==> config.mk <==
export PLATFORM = sky130hd
export DESIGN_NAME = crc_check
export DESIGN_NICKNAME = d
export VERILOG_FILES = /design/src/rtl/crc_check.sv
export SDC_FILE = /design/constraint.sdc
export NUM_CORES = 1
export LEC_CHECK = 0
export ABC_AREA = 1
export BUFFER_PORTS_ARGS = -buffer_cell sky130_fd_sc_hd__buf_2
export CORE_ASPECT_RATIO = 0.5
export CORE_MARGIN = 2
export CORE_UTILIZATION = 55
export DETAILED_ROUTE_END_ITERATION = 16
export GPL_TIMING_DRIVEN = 0
export PLACE_DENSITY = 0.73
export SYNTH_ARGS = -nofsm -noshare
export SYNTH_HDL_FRONTEND = slang
export SYNTH_SLANG_ARGS = --single-unit
==> constraint.sdc <==
create_clock -name clk -period 1.37 [get_ports clk]
set_input_delay 0.3425 -clock clk [delete_from_list [all_inputs] [get_ports clk]]
set_output_delay 0.3425 -clock clk [all_outputs]
set_load 0.01 [all_outputs]
==> src/rtl/crc_check.sv <==
// crc_check: serial CRC5/CRC16 receive checker for USB-style packets.
// Bits arrive one per clk; the result is reported one cycle after recving falls.
//
// Ports:
//   clk      in   clock; all state updates on the rising edge
//   rst_L    in   asynchronous active-low reset
//   inb      in   received serial bit (NRZI-decoded, unstuffed)
//   recving  in   high while packet bits arrive; falling edge ends the packet
//   start    in   high while inb carries SYNC/PID bits (kept out of the CRC)
//   pause    in   high when inb is a dead (stuffed-bit) slot
//   crc16    in   0 = CRC5 token check, 1 = CRC16 data check; sampled at packet start
//   busy     out  high while a packet is being checked
//   done     out  one-cycle pulse when crc_ok/crc_err are freshly valid
//   crc_ok   out  last check passed; held until the next done
//   crc_err  out  last check failed; held until the next done

module crc_check (
    input  logic clk,
    input  logic rst_L,
    input  logic inb,
    input  logic recving,
    input  logic start,
    input  logic pause,
    input  logic crc16,
    output logic busy,
    output logic done,
    output logic crc_ok,
    output logic crc_err
);

    typedef enum logic [1:0] {
        IDLE   = 2'd0,
        CHECK  = 2'd1,
        REPORT = 2'd2
    } state_t;

    localparam logic [4:0]  CRC5_INIT  = 5'b11111;
    localparam logic [15:0] CRC16_INIT = 16'hFFFF;
    localparam logic [4:0]  CRC5_POLY  = 5'b00101;
    localparam logic [15:0] CRC16_POLY = 16'h8005;
    localparam logic [4:0]  CRC5_RES   = 5'b01100;
    localparam logic [15:0] CRC16_RES  = 16'h800D;
    localparam logic [4:0]  CRC5_MIN   = 5'd5;
    localparam logic [4:0]  CRC16_MIN  = 5'd16;
    localparam logic [4:0]  CNT_MAX    = 5'd31;

    state_t      state;
    logic        mode;
    logic [4:0]  crc5_r;
    logic [15:0] crc16_r;
    logic [4:0]  cnt;

    logic        qual;
    logic [4:0]  base5;
    logic [15:0] base16;
    logic [4:0]  base_cnt;
    logic [4:0]  nxt5;
    logic [15:0] nxt16;
    logic [4:0]  nxt_cnt;
    logic        pass5;
    logic        pass16;
    logic        pass;

    function automatic logic [4:0] crc5_step(
        input logic [4:0] r,
        input logic       b
    );
        logic fb;
        fb = r[4] ^ b;
        return {r[3:0], 1'b0} ^ (fb ? CRC5_POLY : 5'b0);
    endfunction

    function automatic logic [15:0] crc16_step(
        input logic [15:0] r,
        input logic        b
    );
        logic fb;
        fb = r[15] ^ b;
        return {r[14:0], 1'b0} ^ (fb ? CRC16_POLY : 16'b0);
    endfunction

    // A bit counts only when it is real payload: not SYNC/PID, not a
    // stuffed slot. Entry from IDLE accumulates onto the preset values,
    // so the first qualified bit may coincide with the IDLE->CHECK edge.
    always_comb begin
        qual     = recving & ~start & ~pause;
        base5    = (state == IDLE) ? CRC5_INIT  : crc5_r;
        base16   = (state == IDLE) ? CRC16_INIT : crc16_r;
        base_cnt = (state == IDLE) ? 5'd0       : cnt;
        nxt5     = crc5_step(base5, inb);
        nxt16    = crc16_step(base16, inb);
        nxt_cnt  = (base_cnt == CNT_MAX) ? CNT_MAX : base_cnt + 5'd1;
    end

    // Short packets fail regardless of what the register holds.
    always_comb begin
        pass5  = (crc5_r  == CRC5_RES)  && (cnt >= CRC5_MIN);
        pass16 = (crc16_r == CRC16_RES) && (cnt >= CRC16_MIN);
        pass   = mode ? pass16 : pass5;
    end

    always_ff @(posedge clk or negedge rst_L) begin
        if (!rst_L) begin
            state   <= IDLE;
            mode    <= 1'b0;
            crc5_r  <= CRC5_INIT;
            crc16_r <= CRC16_INIT;
            cnt     <= 5'd0;
            busy    <= 1'b0;
            done    <= 1'b0;
            crc_ok  <= 1'b0;
            crc_err <= 1'b0;
        end else begin
            unique case (state)
                IDLE: begin
                    done <= 1'b0;
                    if (recving) begin
                        state   <= CHECK;
                        busy    <= 1'b1;
                        mode    <= crc16;
                        crc5_r  <= qual ? nxt5    : CRC5_INIT;
                        crc16_r <= qual ? nxt16   : CRC16_INIT;
                        cnt     <= qual ? nxt_cnt : 5'd0;
                    end else begin
                        crc5_r  <= CRC5_INIT;
                        crc16_r <= CRC16_INIT;
                        cnt     <= 5'd0;
                    end
                end
                CHECK: begin
                    if (!recving) begin
                        state   <= REPORT;
                        busy    <= 1'b0;
                        done    <= 1'b1;
                        crc_ok  <= pass;
                        crc_err <= ~pass;
                    end else if (qual) begin
                        crc5_r  <= nxt5;
                        crc16_r <= nxt16;
                        cnt     <= nxt_cnt;
                    end
                end
                REPORT: begin
                    // Any bit offered here is dropped; a new packet
                    // must be seen from IDLE.
                    state <= IDLE;
                    done  <= 1'b0;
                end
                default: begin
                    state <= IDLE;
                    busy  <= 1'b0;
                    done  <= 1'b0;
                end
            endcase
        end
    end

endmodule
# Word level (Yosys, flattened, before mapping)
# Cells that the tools add are included.
dict set report word_totals {
  elab_cells 71
  output_inout_bits 4
  inputBits 7
  reg_bits 33
}
dict set report op_classes {
  bitwise_logic 11
  magnitude_cmp 2
  reduce_logical 9
  muxes 30
  n_addsub 1
  eq_ne 9
}
# operator n
set op_table {}
lappend op_table {{2-to-1 mux 16 bit} 6}
lappend op_table {{2-to-1 mux 5 bit} 11}
lappend op_table {{case mux 16 bit (2 select lines)} 1}
lappend op_table {{case mux 5 bit (2 select lines)} 2}
lappend op_table {{equality test 16 bit (second input constant)} 1}
lappend op_table {{XOR 16 bit} 1}
lappend op_table {{inequality test 2 bit (second input constant)} 4}
lappend op_table {{AND reduction 2 bit} 3}
lappend op_table {{AND reduction 3 bit} 2}
lappend op_table {{adder 5 x 1 -> 5 bit (second input constant)} 1}
lappend op_table {{equality test 5 x 4 -> 1 bit (second input constant)} 1}
lappend op_table {{equality test 5 bit (second input constant)} 1}
lappend op_table {{>= comparator 5 x 3 -> 1 bit (second input constant)} 1}
lappend op_table {{>= comparator 5 bit (second input constant)} 1}
lappend op_table {{2-to-1 mux 1 bit} 5}
lappend op_table {{NOT 1 bit} 5}
lappend op_table {{XOR 5 x 3 -> 5 bit} 1}
lappend op_table {{2-to-1 mux 2 bit} 2}
lappend op_table {{case mux 2 bit (2 select lines)} 1}
lappend op_table {{2-to-1 mux 3 bit} 1}
lappend op_table {{case mux 1 bit (3 select lines)} 1}
lappend op_table {{bitwise AND 1 bit} 2}
lappend op_table {{equality test 2 x 1 -> 1 bit (second input constant)} 1}
lappend op_table {{equality test 2 bit (second input constant)} 1}
lappend op_table {{other kinds (4)} 6}

# Depth between registers and ports, before layout
# Gate-level depths: netlist (run 1).
dict set report depth {
  word_depth 8
  ltp_mapped 9
  mapped_depth_nobuf 8
}

# Least setup slack after synthesis (run 1)
# No wires, ideal clock.
dict set report synth_timing {
  path_type {flip-flop to flip-flop}
  start {reg state[1]}
  end {reg crc16_r[10]}
  slack_ns 0.191
  arrival_time_ns 1.101
  path_stages_with_launch 10
  t_required_ns 1.292
  setup_ns 0.078
  period_less_slack_ns 1.179
  n_path_buf 1
  cell_sequence {dfrtp_1 inv_2 nand2_2 inv_4 nand2_8 nor2_8 inv_4 buf_6 o22ai_1 inv_1}
}
dict set report synth_between {
  elab_chain_cells 6
  word_cells_on_any_way 13
  classes_between {eq/ne: 3; mux: 6; bitwise: 1; reduce/logical: 3}
}
# item line_no
set synth_lines {}
lappend synth_lines {{start, declared} 47} ;# state_t state;
lappend synth_lines {{start signal, assigned} 104} ;# state <= IDLE;
lappend synth_lines {{start signal, assigned} 118} ;# state <= CHECK;
lappend synth_lines {{start signal, assigned} 132} ;# state <= REPORT;
lappend synth_lines {{zero test 2 bit} {88, 114}}
lappend synth_lines {{2-to-1 mux 16 bit} 88} ;# base16 = (state == IDLE) ? CRC16_INIT : crc16_r;
lappend synth_lines {{XOR 16 bit} 79} ;# return {r[14:0], 1'b0} ^ (fb ? CRC16_POLY : 16'b0);
lappend synth_lines {{2-to-1 mux 16 bit (on tied branches)} {137, 122}}
lappend synth_lines {{2-to-1 mux 16 bit (on tied branches)} {131, 117}}
lappend synth_lines {{case mux 16 bit (2 select lines)} 114} ;# unique case (state)
lappend synth_lines {{end signal, assigned} 122} ;# crc16_r <= qual ? nxt16 : CRC16_INIT;
lappend synth_lines {{end signal, assigned} 139} ;# crc16_r <= nxt16;
lappend synth_lines {{end, declared} 50} ;# logic [15:0] crc16_r;
# Several ways; a longest one is shown, not always the timed one. The select of a mux whose other input is x is not followed.
# A chain may end at the register's enable or synchronous reset.

# Final worst setup path (run 1)
dict set report layout_timing {
  start {reg state[1]}
  end {reg crc16_r[3]}
}
# Same word-level chain as after synthesis.

==> metrics, run 1 <==
Final period util about 95%; die width ~80 um; Post-Synth Simple-Gate Area approximately a quarter; Worst path max stage delay 390 ps; layout cells sized above 1 between 20 and 30%; Buf/Inv on CP 5; kind of critical path flip-flop to flip-flop; I/O Pins 11; final setup fails 0; Gate Count Post-Synth 198; mux contribution to synthesized area 0.668%; worst-path fanout max 10; post-layout min period between 1000 and 1500 ps; Fin Setup TNS 0 ps; fin area about 0.0019 mm2; Hold WS about 120 ps; worst hold path class input pin to async pin; syn nets ~210; root buffer cell clkbuf_8; port bufs 10; Antenna Cells 0; Die Ht 43.1 um; nets between 200 and 250; post-synthesis xor/xnor area fraction 0%; FP Rows 14; Max Freq roughly 770 MHz; Pwr Density approximately 1100 mW/mm2; Post-Place Setup Slack -6.47 ps; placed cell area between 0.0015 and 0.002 mm2; largest net degree at the start of global routing 34; Slew Viols, Final 0; Routed WL ~3.2 mm; #FFs+latches synth 33; unrepaired setup endpoints after global routing yes; H-tree depth 2; total vias in the final route around 1.3k; Final Skew about 3 ps; synth warn 0; die footprint 0.00355 mm2; Tightest Pin Transition slightly above 700 ps; 1st-iter DRT viols around 110; initial antenna violation count 0; Worst Setup End Kind flip-flop; filler cell count between 200 and 300; vias in the first global route around 1.2k; Max VDD drop 0.000502 V; Seq/Total Area, Yosys between 50% and 60%; Avg Cell Area, Syn between 8 and 9 um2; Worst setup startpoint state[1]; dpl hpwl about 2.3 mm; Congestion Overflow GR 0; Cell variety after synth 26; adder-cell share of the synthesized area 0%; drt pass-1 iters 4; clock slew at reported path FFs approximately 70 ps; Layout area overhead 12.0%; CTS tree yes; GRT Overall Usage between 20% and 30%; cells along the critical path inv_2, nand2_2, inv_4, nand2_8, nor2_8, inv_4, buf_6, o22ai_1, inv_1; most frequent cell on the critical path inv_4; Compound-Gate Fraction of Synth Area between 10% and 20%; via-per-instance ratio ~5; final hold violations 0; Pleak around 0.9 nW; CP Launch Type flip-flop; status completed; Critical Path RT approximately 1600 ps; maxcap violations 0; commonest cells after routing, fill and taps aside 44 x inv_1, 28 x nand2_1, 23 x nand3_1, 21 x dfstp_2, 15 x nor2_1; PnR worst setup slack between 60 and 70 ps; # clock sinks 33; DRC violations left 0; Initial Util between 50 and 60%; Avg WL per Cell approximately 12 um; ANT nets after route 0; Syn Std Cell Area between 0.0015 and 0.002 mm2; Power Total between 1.5 and 2 mW; CTS Buf Count 5; crit path DAT 1520 ps; RR Startpoint state[1]; normalized max-slew margin roughly 53%; slowest CP cell dfrtp_1; Placer Congestion around 0.8; clock latency on the worst-skew pair 280 ps; CP delay by family, top buffers and inverters; CTS Buffer Depth 2; Core Area just under 0.003 mm2; commonest non-fill, non-tap cell in the layout inv_1; main combinational cell family by area after synthesis simple AND/OR/NAND/NOR gates; first-pass GRT wire length 5.29 mm; cts hold-fix bufs 0
path summary, 6_finish.rpt:
kind,endpoint,cells after the start,slack [ps]
worst max-delay path,crc16_r[3],9,60
worst min-delay path,cnt[4],1,120
worst max register to register,crc16_r[3],9,60
worst min register to register,done,2,510
max in group asynchronous,state[0],1,760
min in group clk,done,2,290
area by class of cell:
cell class | instances | area, um2 | area share [%]
Inverter | 49 | 189 | 10.0
Clock inverter | 2 | 10.0 | 0.530
Clock buffer | 6 | 72.6 | 3.84
Buffer | 4 | 38.8 | 2.05
Tap cell | 40 | 50.0 | 2.65
Sequential cell | 33 | 853 | 45.2
Multi-Input combinational cell | 112 | 617 | 32.7
Timing Repair Buffer | 11 | 57.6 | 3.05
repair_timing:
| action | CTS | global route |
|---|---|---|
| gates resized for setup | 1 | 4 |
| hold endpoints to repair | 0 | 0 |
| setup buffers | 0 | 1 |
| setup endpoints to repair | 1 | 12 |
stage by stage:
| stage | instances | utilization, % |
|---|---|---|
| 2_1_floorplan | 198 | - |
| 3_3_place_gp | 248 | 60.3 |
| 3_5_place_dp | 248 | 60.3 |
| 4_1_cts | 256 | 63.2 |
| 5_1_grt | 257 | 63.8 |
| 6_report | 257 | 63.8 |
flip-flops by register name, summed over array words and instances (netlist names):
register  count
cnt           5
crc_err       1
crc5_r        5
busy          1
crc_ok        1
crc16_r      16
mode          1
state         2
done          1
logic make-up (layout without fill, tap and decap cells):
group,Yosys count,after routing
compound gates,28,28
buf+inv,53,72
flops,33,33
mux,1,1
simple gates,83,83
cells in the mapped netlist:
| cell | instances | share of area (%) |
|---|---|---|
| inv_1 | 44 | 9.8 |
| nand2_1 | 28 | 6.2 |
| nand3_1 | 23 | 6.8 |
| dfstp_2 | 21 | 33 |
| nor2_1 | 17 | 3.8 |
| o22ai_1 | 15 | 5.6 |
| dfrtp_1 | 12 | 18 |
| o21ai_0 | 9 | 2.7 |
| buf_6 | 3 | 2.0 |
| inv_2 | 3 | 0.67 |
| or2_1 | 3 | 1.1 |
| inv_4 | 2 | 0.74 |
| nand2_2 | 2 | 0.74 |
| nand3b_1 | 2 | 0.89 |
| nor2_2 | 2 | 0.74 |
| o22ai_2 | 2 | 1.5 |
| a21oi_1 | 1 | 0.30 |
| a31oi_1 | 1 | 0.37 |
| buf_2 | 1 | 0.30 |
| mux2_2 | 1 | 0.67 |
| nand2_4 | 1 | 0.67 |
| nand2_8 | 1 | 1.2 |
| nand4_1 | 1 | 0.37 |
| nand4_2 | 1 | 0.74 |
| nor2_8 | 1 | 1.2 |
| or2_2 | 1 | 0.37 |
power by group:
group / internal, mW / switching [mW] / leakage (nW)
clock: 0.351 / 0.345 / 0.0450
sequential: 1.03 / 0.0298 / 0.374
combinational: 0.0850 / 0.150 / 0.474
total: 1.47 / 0.525 / 0.893
routing by layer:
| metal | track usage, % | routed length, um | vias to the layer above |
|---|---|---|---|
| li1 | - | - | 661 |
| met1 | 29.1 | 1550 | 604 |
| met2 | 29.7 | 1400 | 43 |
| met3 | 5.11 | 213 | 3 |
| met4 | 8.00 | 15 | 0 |
| met5 | 0 | 0 | - |
worst register-to-register path, stage by stage (launching register included):
cell and delay [ps]:
dfrtp_1 390, inv_2 80, nand2_2 60, inv_4 80, nand2_8 90, nor2_8 130
inv_4 70, buf_6 150, o22ai_1 140, inv_1 60
Note: power is estimated with default switching activity, not from simulation.
==> run 2, diff against run 1 <==
--- a/config.mk
+++ b/config.mk
@@ -13,6 +13,7 @@
 export DETAILED_ROUTE_END_ITERATION = 16
 export GPL_TIMING_DRIVEN = 0
 export PLACE_DENSITY = 0.73
+export RECOVER_POWER = 50
 export SYNTH_ARGS = -nofsm -noshare
 export SYNTH_HDL_FRONTEND = slang
 export SYNTH_SLANG_ARGS = --single-unit
==> metrics, run 2 (same netlist as run 1, synthesis figures left out) <==
reg2reg end crc16_r[3]; FP Rows 14; kind of critical path flip-flop to flip-flop; Pleak ~0.89 nW; port bufs 10; post-layout min period between 1000 and 1500 ps; Worst path max stage delay ~390 ps; Cells after DPL 248; met1 Usage GRT around 29%; Slew Viols, Final 0; Worst Setup End Kind flip-flop; worst hold path class input pin to async pin; Layout area overhead 12.0%; GRT Overall Usage between 20% and 30%; H-tree depth 2; Largest register FFs 16; CTS tree yes; CTS Buf Count 5; Final Skew roughly 3.1 ps; CTS Buffer Depth 2; initial antenna violation count 0; final hold violations 0; Pwr Density 1050 mW/mm2; total vias in the final route about 1.3k; largest net degree at the start of global routing 34; vias in the first global route about 1.2k; # clock sinks 33; Largest regs crc16_r (16), cnt (5), crc5_r (5); maxcap violations 0; clock slew at reported path FFs 70 ps; CP Launch Type flip-flop; Congestion Overflow GR 0; Avg WL per Cell roughly 12 um; commonest cells after routing, fill and taps aside 44 x inv_1, 28 x nand2_1, 23 x nand3_1, 21 x dfstp_2, 15 x nor2_1; multi-input logic area 617 um2; most frequent cell on the critical path inv_4; Max VDD drop ~0.0005 V; R2R depth 9; Routed WL about 3.2 mm; register area around 850 um2; Antenna Cells 0; Initial Util between 50% and 60%; DRC violations left 0; first-pass GRT wire length roughly 5.3 mm; Final period util 95.3%; die width ~82 um; Fin Setup TNS 0 ps; Max Freq 766 MHz; Largest Register crc16_r; dpl hpwl around 2.3 mm; final non-filler cell total roughly 260; Placer Congestion 0.818; slowest CP cell dfrtp_1; filler cell count ~260; ANT nets after route 0; via-per-instance ratio approximately 5.1; clock latency on the worst-skew pair around 280 ps; FF-to-FF setup slack 60 ps; I/O Pins 11; gr busiest metal met2; RR Startpoint state[1]; met3 Track Usage GR 5.11%; Critical Path RT 1590 ps; Die Ht 43.1 um; nets 223; commonest non-fill, non-tap cell in the layout inv_1; status completed; cells along the critical path inv_2, nand2_2, inv_4, nand2_8, nor2_8, inv_4, buf_6, o22ai_1, inv_1; met2 usage 29.7%; crit path to crc16_r[3]; final setup fails 0; unrepaired setup endpoints after global routing yes; layout cells sized above 1 about 29%; drt pass-1 iters 4; Core Area 0.00296 mm2; worst-path fanout max 10; Tightest Pin Transition 799 ps; crit path DAT between 1500 and 2000 ps; normalized max-slew margin roughly 47%; 1st-iter DRT viols roughly 110; die footprint 0.00355 mm2; Worst setup startpoint state[1]; cts hold-fix bufs 0; root buffer cell clkbuf_8
run 2: what timing repair did:
item / in CTS / in global routing
gates resized for setup: 1 / 4
gates cloned: 0 / 0
setup buffers: 0 / 1
endpoints found under the setup margin: 1 / 12
run 2: worst min path at each step:
stage	slack [ps]	startpoint	end
floorplan	50	rst_L	busy
global placement	430	rst_L	mode
detailed placement	440	rst_L	cnt[4]
CTS	140	rst_L	mode
global route	210	rst_L	mode
finish	140	rst_L	cnt[4]
run 2: layout make-up:
cell class                      count  area share (%)
Tap cell                           40            2.65
Timing Repair Buffer               11            3.05
Clock inverter                      2           0.530
Sequential cell                    33            45.2
Multi-Input combinational cell    112            32.7
Clock buffer                        6            3.84
Inverter                           49            10.0
Buffer                              4            2.05
run 2: layer usage:
layer	part of all wire, %	up-vias
met4	0.47	0
li1	-	661
met1	49	607
met3	6.7	3
met2	44	43
met5	0	-
run 2: power breakdown:
part	internal, mW	switching, mW	leakage, nW
clock network	0.351	0.345	0.0450
logic	0.0850	0.150	0.475
registers	1.03	0.0298	0.374
total	1.47	0.526	0.893
run 2: metrics by stage:
step | setup slack, ps | utilization, % | instance area, um2 | power (mW) | hold slack (ps)
finish | 64.7 | 63.8 | 1890 | 1.99 | 141
global placement | 0.893 | 60.3 | 1790 | 1.30 | 429
global route | -1.68 | 63.8 | 1890 | 2.10 | 205
CTS | 29.4 | 63.2 | 1870 | 2.01 | 138
floorplan | 191 | - | 1690 | 1.22 | 46.9
detailed placement | -6.47 | 60.3 | 1790 | 1.30 | 442
run 2: worst max-delay path, delay by kind of cell, from the launching register on:
family / cells / cell delay (ps)
buffers and inverters: 5 / 430
AND/OR/NAND/NOR: 3 / 280
AO/OA/AOI/OAI: 1 / 130
flip-flops: 1 / 390
==> run 3, diff against run 2 <==
--- a/config.mk
+++ b/config.mk
@@ -11,7 +11,6 @@
 export CORE_MARGIN = 2
 export CORE_UTILIZATION = 55
 export DETAILED_ROUTE_END_ITERATION = 16
-export GPL_TIMING_DRIVEN = 0
 export PLACE_DENSITY = 0.73
 export RECOVER_POWER = 50
 export SYNTH_ARGS = -nofsm -noshare
==> constraint.sdc (replaced) <==
create_clock -name clk -period 1.32 [get_ports clk]
set_input_delay 0.33 -clock clk [delete_from_list [all_inputs] [get_ports clk]]
set_output_delay 0.33 -clock clk [all_outputs]
set_load 0.01 [all_outputs]
==> metrics, run 3 (same netlist as run 1, synthesis figures left out) <==
status completed; # clock sinks 33; Tightest Pin Transition roughly 800 ps; normalized max-slew margin around 47%; Placer Congestion roughly 0.84; Largest regs crc16_r (16), cnt (5), crc5_r (5); Core Area roughly 0.0030 mm2; CTS Buffer Depth 2; Largest Register crc16_r; RR Startpoint state[1]; Die Ht between 40 and 50 um; FP Rows 14; die width ~82 um; H-tree depth 2; layout cells sized above 1 roughly 30%; Cells after DPL approximately 250; unrepaired setup endpoints after global routing yes; vias in the first global route between 1k and 1.5k; Critical Path RT roughly 1500 ps; CP Launch Type flip-flop; Pwr Density between 1000 and 1500 mW/mm2; post-layout min period 1270 ps; dpl hpwl 2.15 mm; Final Util between 60% and 70%; via-per-instance ratio roughly 5.0; final hold violations 0; die footprint 0.00355 mm2; first-pass GRT wire length between 5 and 6 mm; DRC violations left 0; clock slew at reported path FFs ~80 ps; Routed WL 3.14 mm; Max VDD drop 0.000587 V; Antenna Cells 0; GRT Overall Usage ~20%; Layout area overhead 13.7%; Pleak approximately 0.89 nW; clock latency on the worst-skew pair ~280 ps; kind of critical path flip-flop to flip-flop; Worst Setup End Kind flip-flop; FF-to-FF setup slack between 50 and 60 ps; Max Freq ~800 MHz; final non-filler cell total between 200 and 300; maxcap violations 0; Congestion Overflow GR 0; Avg WL per Cell roughly 12 um; commonest cells after routing, fill and taps aside 43 x inv_1, 28 x nand2_1, 23 x nand3_1, 21 x dfstp_2, 17 x nor2_1; commonest non-fill, non-tap cell in the layout inv_1; Hold WS between 200 and 250 ps; 1st-iter DRT viols 97; worst-path fanout max 17; reg2reg end crc16_r[9]; root buffer cell clkbuf_8; worst hold path class input pin to async pin; nets around 220; Fin Setup TNS 0 ps; Initial Util a little under three fifths; I/O Pins 11; cts hold-fix bufs 0; drt pass-1 iters 4; CTS Buf Count 5; port bufs 10; Final period util a little over nine tenths; R2R depth 8; initial antenna violation count 0; Largest register FFs 16; final setup fails 0; ANT nets after route 0; CTS tree yes; filler cell count roughly 250; Slew Viols, Final 0; crit path DAT around 1500 ps; Final Skew about 13 ps; total vias in the final route 1,296; largest net degree at the start of global routing 34
run 3: routing by layer:
layer,GRT usage [%],routed length (um),vias to the layer above,share of wire [%]
li1,-,-,660,-
met1,26.5,1600,605,51
met2,31.0,1380,28,44
met3,7.23,140,3,4.5
met4,5.00,10,0,0.32
met5,0,0,-,0
run 3: worst max path at each step:
stage / depth (start not counted) / slack [ps] / startpoint / endpoint
6_report: 8 / 50 / state[1] / crc16_r[9]
5_1_grt: 8 / -10 / state[1] / crc16_r[9]
4_1_cts: 8 / 50 / state[1] / crc5_r[2]
3_5_place_dp: 8 / 50 / recving / crc16_r[2]
3_3_place_gp: 8 / 60 / recving / crc5_r[2]
2_1_floorplan: 9 / 140 / state[1] / crc16_r[10]
run 3: where the power goes:
group / internal [mW] / total, mW / switching (mW)
sequential: 1.07 / 1.10 / 0.0298
combinational: 0.0882 / 0.249 / 0.160
clock: 0.425 / 0.770 / 0.345
run 3: area by class of cell:
class | instances | area, um2 | area share [%]
multi-input cells | 112 | 642 | 33.5
repair buffers | 15 | 85.1 | 4.44
well taps | 40 | 50.0 | 2.61
clock buffers | 8 | 90.1 | 4.70
inverters | 49 | 195 | 10.2
flip-flops and latches | 33 | 853 | 44.5
run 3: timing repair:
action	CTS	global route
setup buffers	0	1
resized for setup	0	10
setup endpoints to repair	0	8
run 3: critical path: stages (launching register included):
cell and delay, ps:
dfrtp_1 410, inv_2 100, nand2_2 70, inv_4 80, nand2_8 100, nor2_8 150, inv_6 90, o22ai_1 120
inv_1 50
run 3: metrics by stage:
step / setup slack [ps] / total power [mW] / instance area [um2]
after floorplan: 141 / 1.27 / 1690
after global placement: 63.6 / 1.34 / 1780
after detailed placement: 52.3 / 1.35 / 1780
after CTS: 53.2 / 2.12 / 1870
after global routing: -14.6 / 2.22 / 1920
final: 51.5 / 2.12 / 1920
